--- src/rtl/arp_ctrl_if.sv ---
// ARP engine command/result bundle: TX command port toward the frame builder
// and the already-synchronized RX result strobes coming back from the parser.
interface arp_ctrl_if;
    logic        arp_rx_done;
    logic        arp_rx_type;
    logic [47:0] src_mac;
    logic [31:0] src_ip;
    logic        tx_done;
    logic        arp_tx_en;
    logic        arp_tx_type;
    logic [47:0] des_mac;
    logic [31:0] des_ip;

    modport master (
        input  arp_rx_done, arp_rx_type, src_mac, src_ip, tx_done,
        output arp_tx_en, arp_tx_type, des_mac, des_ip
    );

    modport slave (
        output arp_rx_done, arp_rx_type, src_mac, src_ip, tx_done,
        input  arp_tx_en, arp_tx_type, des_mac, des_ip
    );
endinterface

--- src/rtl/arp_ctrl.sv ---
// ARP sequencing controller: answers requests addressed to the board and
// resolves a target IP with timed request retries.
module arp_ctrl #(
    parameter int RETRY_CYCLES = 125_000_000,
    parameter int MAX_RETRY    = 3
) (
    input  logic        clk,
    input  logic        rst_n,
    input  logic        start_req,
    input  logic [31:0] target_ip,
    arp_ctrl_if.master  arp,
    output logic        busy,
    output logic        resolved,
    output logic [47:0] resolved_mac,
    output logic        fail
);
    // state        | meaning
    // S_IDLE       | nothing in flight; serve rply_pend, then req_pend
    // S_RPLY_TX    | ARP reply being sent; returns to IDLE or WAIT_REPLY
    // S_REQ_TX     | broadcast ARP request being sent
    // S_WAIT_REPLY | reply timer running for the latched target

    localparam int TW = (RETRY_CYCLES > 1) ? $clog2(RETRY_CYCLES) : 1;
    localparam int RW = $clog2(MAX_RETRY + 1);
    localparam logic [TW-1:0] TMR_LOAD  = TW'(RETRY_CYCLES - 1);
    localparam logic [RW-1:0] RETRY_MAX = RW'(MAX_RETRY);
    localparam logic [47:0]   BCAST_MAC = 48'hff_ff_ff_ff_ff_ff;

    typedef enum logic [1:0] {
        S_IDLE,
        S_RPLY_TX,
        S_REQ_TX,
        S_WAIT_REPLY
    } state_t;

    state_t        state, state_nxt;
    logic          ret_wait, ret_wait_nxt;
    logic          rply_pend, req_pend;
    logic [47:0]   rply_mac;
    logic [31:0]   rply_ip;
    logic [31:0]   tgt_ip;
    logic [TW-1:0] tmr;
    logic [RW-1:0] retry_cnt;

    logic rx_req, rx_match, accept;
    logic go_rply, go_req, do_match, do_fail, tmr_load, tmr_dec;

    assign rx_req   = arp.arp_rx_done && !arp.arp_rx_type;
    assign rx_match = arp.arp_rx_done && arp.arp_rx_type && (arp.src_ip == tgt_ip);
    // A reply detour taken from IDLE still counts as "no resolution in progress".
    assign accept   = start_req && !req_pend &&
                      ((state == S_IDLE) || ((state == S_RPLY_TX) && !ret_wait));

    always_comb begin
        state_nxt    = state;
        ret_wait_nxt = ret_wait;
        go_rply      = 1'b0;
        go_req       = 1'b0;
        do_match     = 1'b0;
        do_fail      = 1'b0;
        tmr_load     = 1'b0;
        tmr_dec      = 1'b0;
        case (state)
            S_IDLE: begin
                if (rply_pend) begin
                    state_nxt    = S_RPLY_TX;
                    go_rply      = 1'b1;
                    ret_wait_nxt = 1'b0;
                end else if (req_pend) begin
                    state_nxt = S_REQ_TX;
                    go_req    = 1'b1;
                end
            end
            S_RPLY_TX: begin
                if (arp.tx_done) state_nxt = ret_wait ? S_WAIT_REPLY : S_IDLE;
            end
            S_REQ_TX: begin
                if (arp.tx_done) begin
                    state_nxt = S_WAIT_REPLY;
                    tmr_load  = 1'b1;
                end
            end
            S_WAIT_REPLY: begin
                if (rx_match) begin
                    state_nxt = S_IDLE;
                    do_match  = 1'b1;
                end else if (rply_pend) begin
                    // Timer holds its value across the reply detour.
                    state_nxt    = S_RPLY_TX;
                    go_rply      = 1'b1;
                    ret_wait_nxt = 1'b1;
                end else if (tmr == '0) begin
                    if (retry_cnt < RETRY_MAX) begin
                        state_nxt = S_REQ_TX;
                        go_req    = 1'b1;
                    end else begin
                        state_nxt = S_IDLE;
                        do_fail   = 1'b1;
                    end
                end else begin
                    tmr_dec = 1'b1;
                end
            end
            default: state_nxt = S_IDLE;
        endcase
    end

    always_ff @(posedge clk or negedge rst_n) begin
        if (!rst_n) begin
            state           <= S_IDLE;
            ret_wait        <= 1'b0;
            rply_pend       <= 1'b0;
            req_pend        <= 1'b0;
            rply_mac        <= '0;
            rply_ip         <= '0;
            tgt_ip          <= '0;
            tmr             <= '0;
            retry_cnt       <= '0;
            arp.arp_tx_en   <= 1'b0;
            arp.arp_tx_type <= 1'b0;
            arp.des_mac     <= BCAST_MAC;
            arp.des_ip      <= '0;
            busy            <= 1'b0;
            resolved        <= 1'b0;
            resolved_mac    <= '0;
            fail            <= 1'b0;
        end else begin
            state         <= state_nxt;
            ret_wait      <= ret_wait_nxt;
            busy          <= (state_nxt != S_IDLE);
            arp.arp_tx_en <= go_rply || go_req;
            fail          <= do_fail;

            // A capture landing on the service edge stays pending for another reply.
            if (rx_req) begin
                rply_pend <= 1'b1;
                rply_mac  <= arp.src_mac;
                rply_ip   <= arp.src_ip;
            end else if (go_rply) begin
                rply_pend <= 1'b0;
            end

            if (go_rply) begin
                arp.arp_tx_type <= 1'b1;
                arp.des_mac     <= rply_mac;
                arp.des_ip      <= rply_ip;
            end else if (go_req) begin
                arp.arp_tx_type <= 1'b0;
                arp.des_mac     <= BCAST_MAC;
                arp.des_ip      <= tgt_ip;
            end

            if (accept) begin
                req_pend  <= 1'b1;
                tgt_ip    <= target_ip;
                resolved  <= 1'b0;
                retry_cnt <= '0;
            end else if (go_req) begin
                req_pend  <= 1'b0;
                retry_cnt <= retry_cnt + RW'(1);
            end

            if (do_match) begin
                resolved     <= 1'b1;
                resolved_mac <= arp.src_mac;
            end

            if (tmr_load) tmr <= TMR_LOAD;
            else if (tmr_dec) tmr <= tmr - TW'(1);
        end
    end
endmodule

--- src/flat_wrapper.sv ---
// flat-port wrapper written by rule: the top's interface ports become plain ports
module arp_ctrl_flat 
#(
    parameter int RETRY_CYCLES = 125_000_000,
    parameter int MAX_RETRY    = 3
)
  (clk, rst_n, start_req, target_ip, busy, resolved, resolved_mac, fail, arp_arp_rx_done, arp_arp_rx_type, arp_src_mac, arp_src_ip, arp_tx_done, arp_arp_tx_en, arp_arp_tx_type, arp_des_mac, arp_des_ip);
  arp_ctrl_if arp_i ();
  input  logic clk;
  input  logic rst_n;
  input  logic start_req;
  input  logic [31:0] target_ip;
  output logic busy;
  output logic resolved;
  output logic [47:0] resolved_mac;
  output logic fail;
  input wire logic [$bits(arp_i.arp_rx_done)-1:0] arp_arp_rx_done;
  input wire logic [$bits(arp_i.arp_rx_type)-1:0] arp_arp_rx_type;
  input wire logic [$bits(arp_i.src_mac)-1:0] arp_src_mac;
  input wire logic [$bits(arp_i.src_ip)-1:0] arp_src_ip;
  input wire logic [$bits(arp_i.tx_done)-1:0] arp_tx_done;
  output wire logic [$bits(arp_i.arp_tx_en)-1:0] arp_arp_tx_en;
  output wire logic [$bits(arp_i.arp_tx_type)-1:0] arp_arp_tx_type;
  output wire logic [$bits(arp_i.des_mac)-1:0] arp_des_mac;
  output wire logic [$bits(arp_i.des_ip)-1:0] arp_des_ip;
  assign arp_i.arp_rx_done = arp_arp_rx_done;
  assign arp_i.arp_rx_type = arp_arp_rx_type;
  assign arp_i.src_mac = arp_src_mac;
  assign arp_i.src_ip = arp_src_ip;
  assign arp_i.tx_done = arp_tx_done;
  assign arp_arp_tx_en = arp_i.arp_tx_en;
  assign arp_arp_tx_type = arp_i.arp_tx_type;
  assign arp_des_mac = arp_i.des_mac;
  assign arp_des_ip = arp_i.des_ip;
  arp_ctrl #(.RETRY_CYCLES(RETRY_CYCLES), .MAX_RETRY(MAX_RETRY)) u_core (.clk(clk), .rst_n(rst_n), .start_req(start_req), .target_ip(target_ip), .arp(arp_i), .busy(busy), .resolved(resolved), .resolved_mac(resolved_mac), .fail(fail));
endmodule
--- config.mk ---
export PLATFORM = sky130hd
export DESIGN_NAME = arp_ctrl_flat
export DESIGN_NICKNAME = d
export VERILOG_FILES = /design/src/rtl/arp_ctrl_if.sv /design/src/rtl/arp_ctrl.sv /design/src/flat_wrapper.sv
export SDC_FILE = /design/constraint.sdc
export NUM_CORES = 1
export LEC_CHECK = 0
export ABC_AREA = 0
export CAP_MARGIN = 20
export CORE_MARGIN = 2
export CORE_UTILIZATION = 26
export CTS_BUF_LIST = sky130_fd_sc_hd__clkbuf_8
export CTS_CLUSTER_SIZE = 8
export DETAILED_ROUTE_END_ITERATION = 10
export PLACE_DENSITY = 0.54
export SETUP_SLACK_MARGIN = 0.5
export SYNTH_ARGS = -nofsm -noshare
export SYNTH_HDL_FRONTEND = slang
export SYNTH_SLANG_ARGS = --single-unit
export TNS_END_PERCENT = 100
--- constraint.sdc ---
create_clock -name clk -period 3.6 [get_ports clk]
set_input_delay 0.72 -clock clk [delete_from_list [all_inputs] [get_ports clk]]
set_output_delay 0.72 -clock clk [all_outputs]
set_load 0.02 [all_outputs]
==> flow_metrics.tcl <==
set metrics [dict create \
    cp_max_fo 16 \
    cp_num_buf_inv 2 \
    cp_cell_sequence "or4_1 > or4_4 > or4_4 > o31ai_4 > buf_6 > buf_16 > mux2i_1 > a21oi_1" \
    syn_inst 1021 \
    dieArea_sq_um 47000 \
    clk_latency_ns 0.61 \
    chipHeight_microns 217 \
    worstSetupEndpointType "register" \
    period_share_pct 83.5 \
    wl_per_cell_microns 16.7 \
    cts_root_buf "clkbuf_8" \
    pwr-share-clk_pct 25.2 \
    syn_area_sq_um 11800 \
    routed_wl_microns 32300 \
    cts_buffers 49 \
    max-vdd-ir-drop_v 0.000358 \
    setup_viol 0 \
    final_common_cell "clkdlybuf4s50_1" \
    clockBufferDepth 3 \
    htreeDepth 2 \
    status "finished clean" \
    finalHoldViolCount 0 \
    overflow 0 \
    maxCapViolations 0 \
    min_period_ns 3.01 \
    drv_slew 0 \
    nFillCells 4447 \
    vias_per_cell 4.43 \
    ys_seq_area_share_pct 59.8 \
    p_comb_share_pct 35.8 \
    synth_area_leaders "dfrtp_1, mux2_2, dfstp_2" \
    syn_area_per_cell_sq_um 11.5 \
    dr.first_iter.drc_count 352 \
    reg2reg_depth 8 \
    area_delta_synth_final_pct 38.6 \
    crit_arrival_ns 3.47 \
    first_pass_iters 7 \
    dp_hpwl_microns 21500 \
    hold_class "in -> async" \
    place_congestion 0.777 \
    fp-row-count 77 \
    synth_seq_cells 279 \
    postCtsHoldBufs 0 \
    vias 8557 \
    p_per_area_nw_per_um2 749 \
    portBuffers 250 \
    drive_gt1_share_pct 22.0 \
    grt_pass1_wl_microns 51000 \
    finClkSkew_ns 0.0279 \
    pwr-share-seq_pct 39.1 \
    dieWidth_microns 217 \
    clk_pin_slew_ns 0.07 \
    antenna_found_initial 3 \
    swShare_pct 35.3 \
    grtUsageTotal_pct 13.8 \
    netlist.area_leader.share_pct 49.1 \
    final_cell_mix "clkdlybuf4s50_1, dfrtp_1, nor2_1" \
    ant_nets 0 \
    synth-edff-count 0 \
    crit_path_start_kind "register" \
    slew-limit-headroom_pct 38.0 \
    switchingPower_w 0.00431 \
    cts_tree "built" \
    internal_power_w 0.00790 \
    crit_type "reg -> reg" \
    grt_setup_unrepaired "true" \
    core_sq_um 44400 \
    cpMostUsedCell "or4_4" \
    finalPower_w 0.0122 \
    leakage_nw 6.92 \
    initial_core_util_pct 26.5 \
    cts_sinks 279 \
    yosysTopAreaCell "dfrtp_1" \
    cpLargestDelayFamily "simple AND/OR/NAND/NOR gates" \
    crit_required_ns 4.06 \
    cp_slowest_cell "or4_1" \
    grt_pass1_vias 8916 \
    ys_types 46 \
    synthFlopType "dfrtp_1" \
    crit_cells 8 \
    grt_max_degree 84 \
    yosys_warnings 0 \
    async_flop_share_pct 100 \
    max_stage_delay_ns 0.54 \
    max_slew.worst_pin.slew_ns 0.925 \
    num_io_pins 251 \
    nets 1421 \
    fin_util_pct 36.7 \
    drc 0 \
    timing.fmax_mhz 333 \
    synth_nets 1145 \
]
-- cell families (layout without fill, tap and decap cells) --
kind of cell    count (synthesis)  after routing  synth area share, %
flops                         279            279                 59.8
xor+xnor                       50             50                 3.72
simple gates                  343            343                 12.7
compound gates                112            112                 5.21
mux                           163            163                 15.2
fa+ha+maj                       6              6                0.638
other cells                     0              1                    0
buf+inv                        68            385                 2.69
-- cells in the mapped netlist (8+ instances only) --
cell type / instances
clkbuf_1: 38
mux2_2: 128
a21oi_1: 90
dfrtp_1: 231
nand2_1: 123
dfstp_2: 48
or3_1: 13
xor2_1: 20
nor4_1: 19
inv_1: 12
nor2_1: 144
or4_1: 10
mux2i_1: 35
o21ai_0: 8
xnor2_1: 30
-- power by group through the flow --
stage / Combinational [W] / Sequential (W) / Clock [W]
global route: 0.00480 / 0.00489 / 0.00335
global placement: 0.00431 / 0.00479 / 0
detailed placement: 0.00436 / 0.00482 / 0
finish: 0.00437 / 0.00477 / 0.00307
CTS: 0.00443 / 0.00478 / 0.00321
floorplan: 0.00195 / 0.00526 / 0
-- through the flow --
| step | area (sq um) | setup slack (ns) | setup TNS [ns] | cells | hold slack [ns] |
|---|---|---|---|---|---|
| global placement | 15100 | -0.147 | -8.79 | 1830 | 0.473 |
| global route | 16300 | 0.495 | 0 | 1931 | 0.0634 |
| detailed placement | 15100 | -0.149 | -7.24 | 1830 | 0.470 |
| floorplan | 11800 | 0.546 | 0 | 1021 | 0.424 |
| CTS | 16200 | 0.506 | 0 | 1926 | 0.0341 |
| finish | 16300 | 0.595 | 0 | 1931 | 0.0469 |
-- layer usage --
layer	vias to the layer above	part of all wire, %	global-route usage [%]
met3	58	6.4	4.01
met1	4249	44	17.5
met4	4	2.6	5.11
met5	-	0.080	0
li1	4029	-	-
met2	217	47	22.4
-- cell type report --
cell class	count	area (sq um)	area share, %
Timing Repair Buffer	280	2950	18.1
Sequential cell	279	7040	43.2
Multi-Input combinational cell	674	4470	27.4
Clock buffer	67	922	5.66
Clock inverter	25	130	0.798
Inverter	13	48.8	0.299
Tap cell	592	741	4.54
Antenna cell	1	2.50	0.0153
-- final timing paths --
path / from / to / slack, ns
hold / removal: rst_n / u_core.resolved_mac[9] / 0.05
setup / recovery: u_core.tmr[15] / u_core.arp.des_ip[31] / 0.59
setup reg to reg: u_core.tmr[15] / u_core.arp.des_ip[31] / 0.59
min in group clk: u_core.resolved / u_core.resolved / 0.48
max in group asynchronous: rst_n / u_core.arp.des_mac[43] / 2.66
hold reg to reg: u_core.resolved / u_core.resolved / 0.48
-- sequential cells by signal, indices dropped and copies added (netlist names), 2 cells and up --
signal / cells
u_core.tgt_ip: 32
u_core.arp.des_mac: 48
u_core.retry_cnt: 2
u_core.state: 2
u_core.tmr: 27
u_core.arp.des_ip: 32
u_core.rply_ip: 32
u_core.resolved_mac: 48
u_core.rply_mac: 48
-- timing repair --
item | 4_1_cts | 5_1_grt
cloned | 2 | 0
pin swaps | 1 | 3
resized for setup | 7 | 6
buffers inserted | 2 | 4
setup endpoints to repair | 53 | 47
Power figures use the tool's default switching activity.
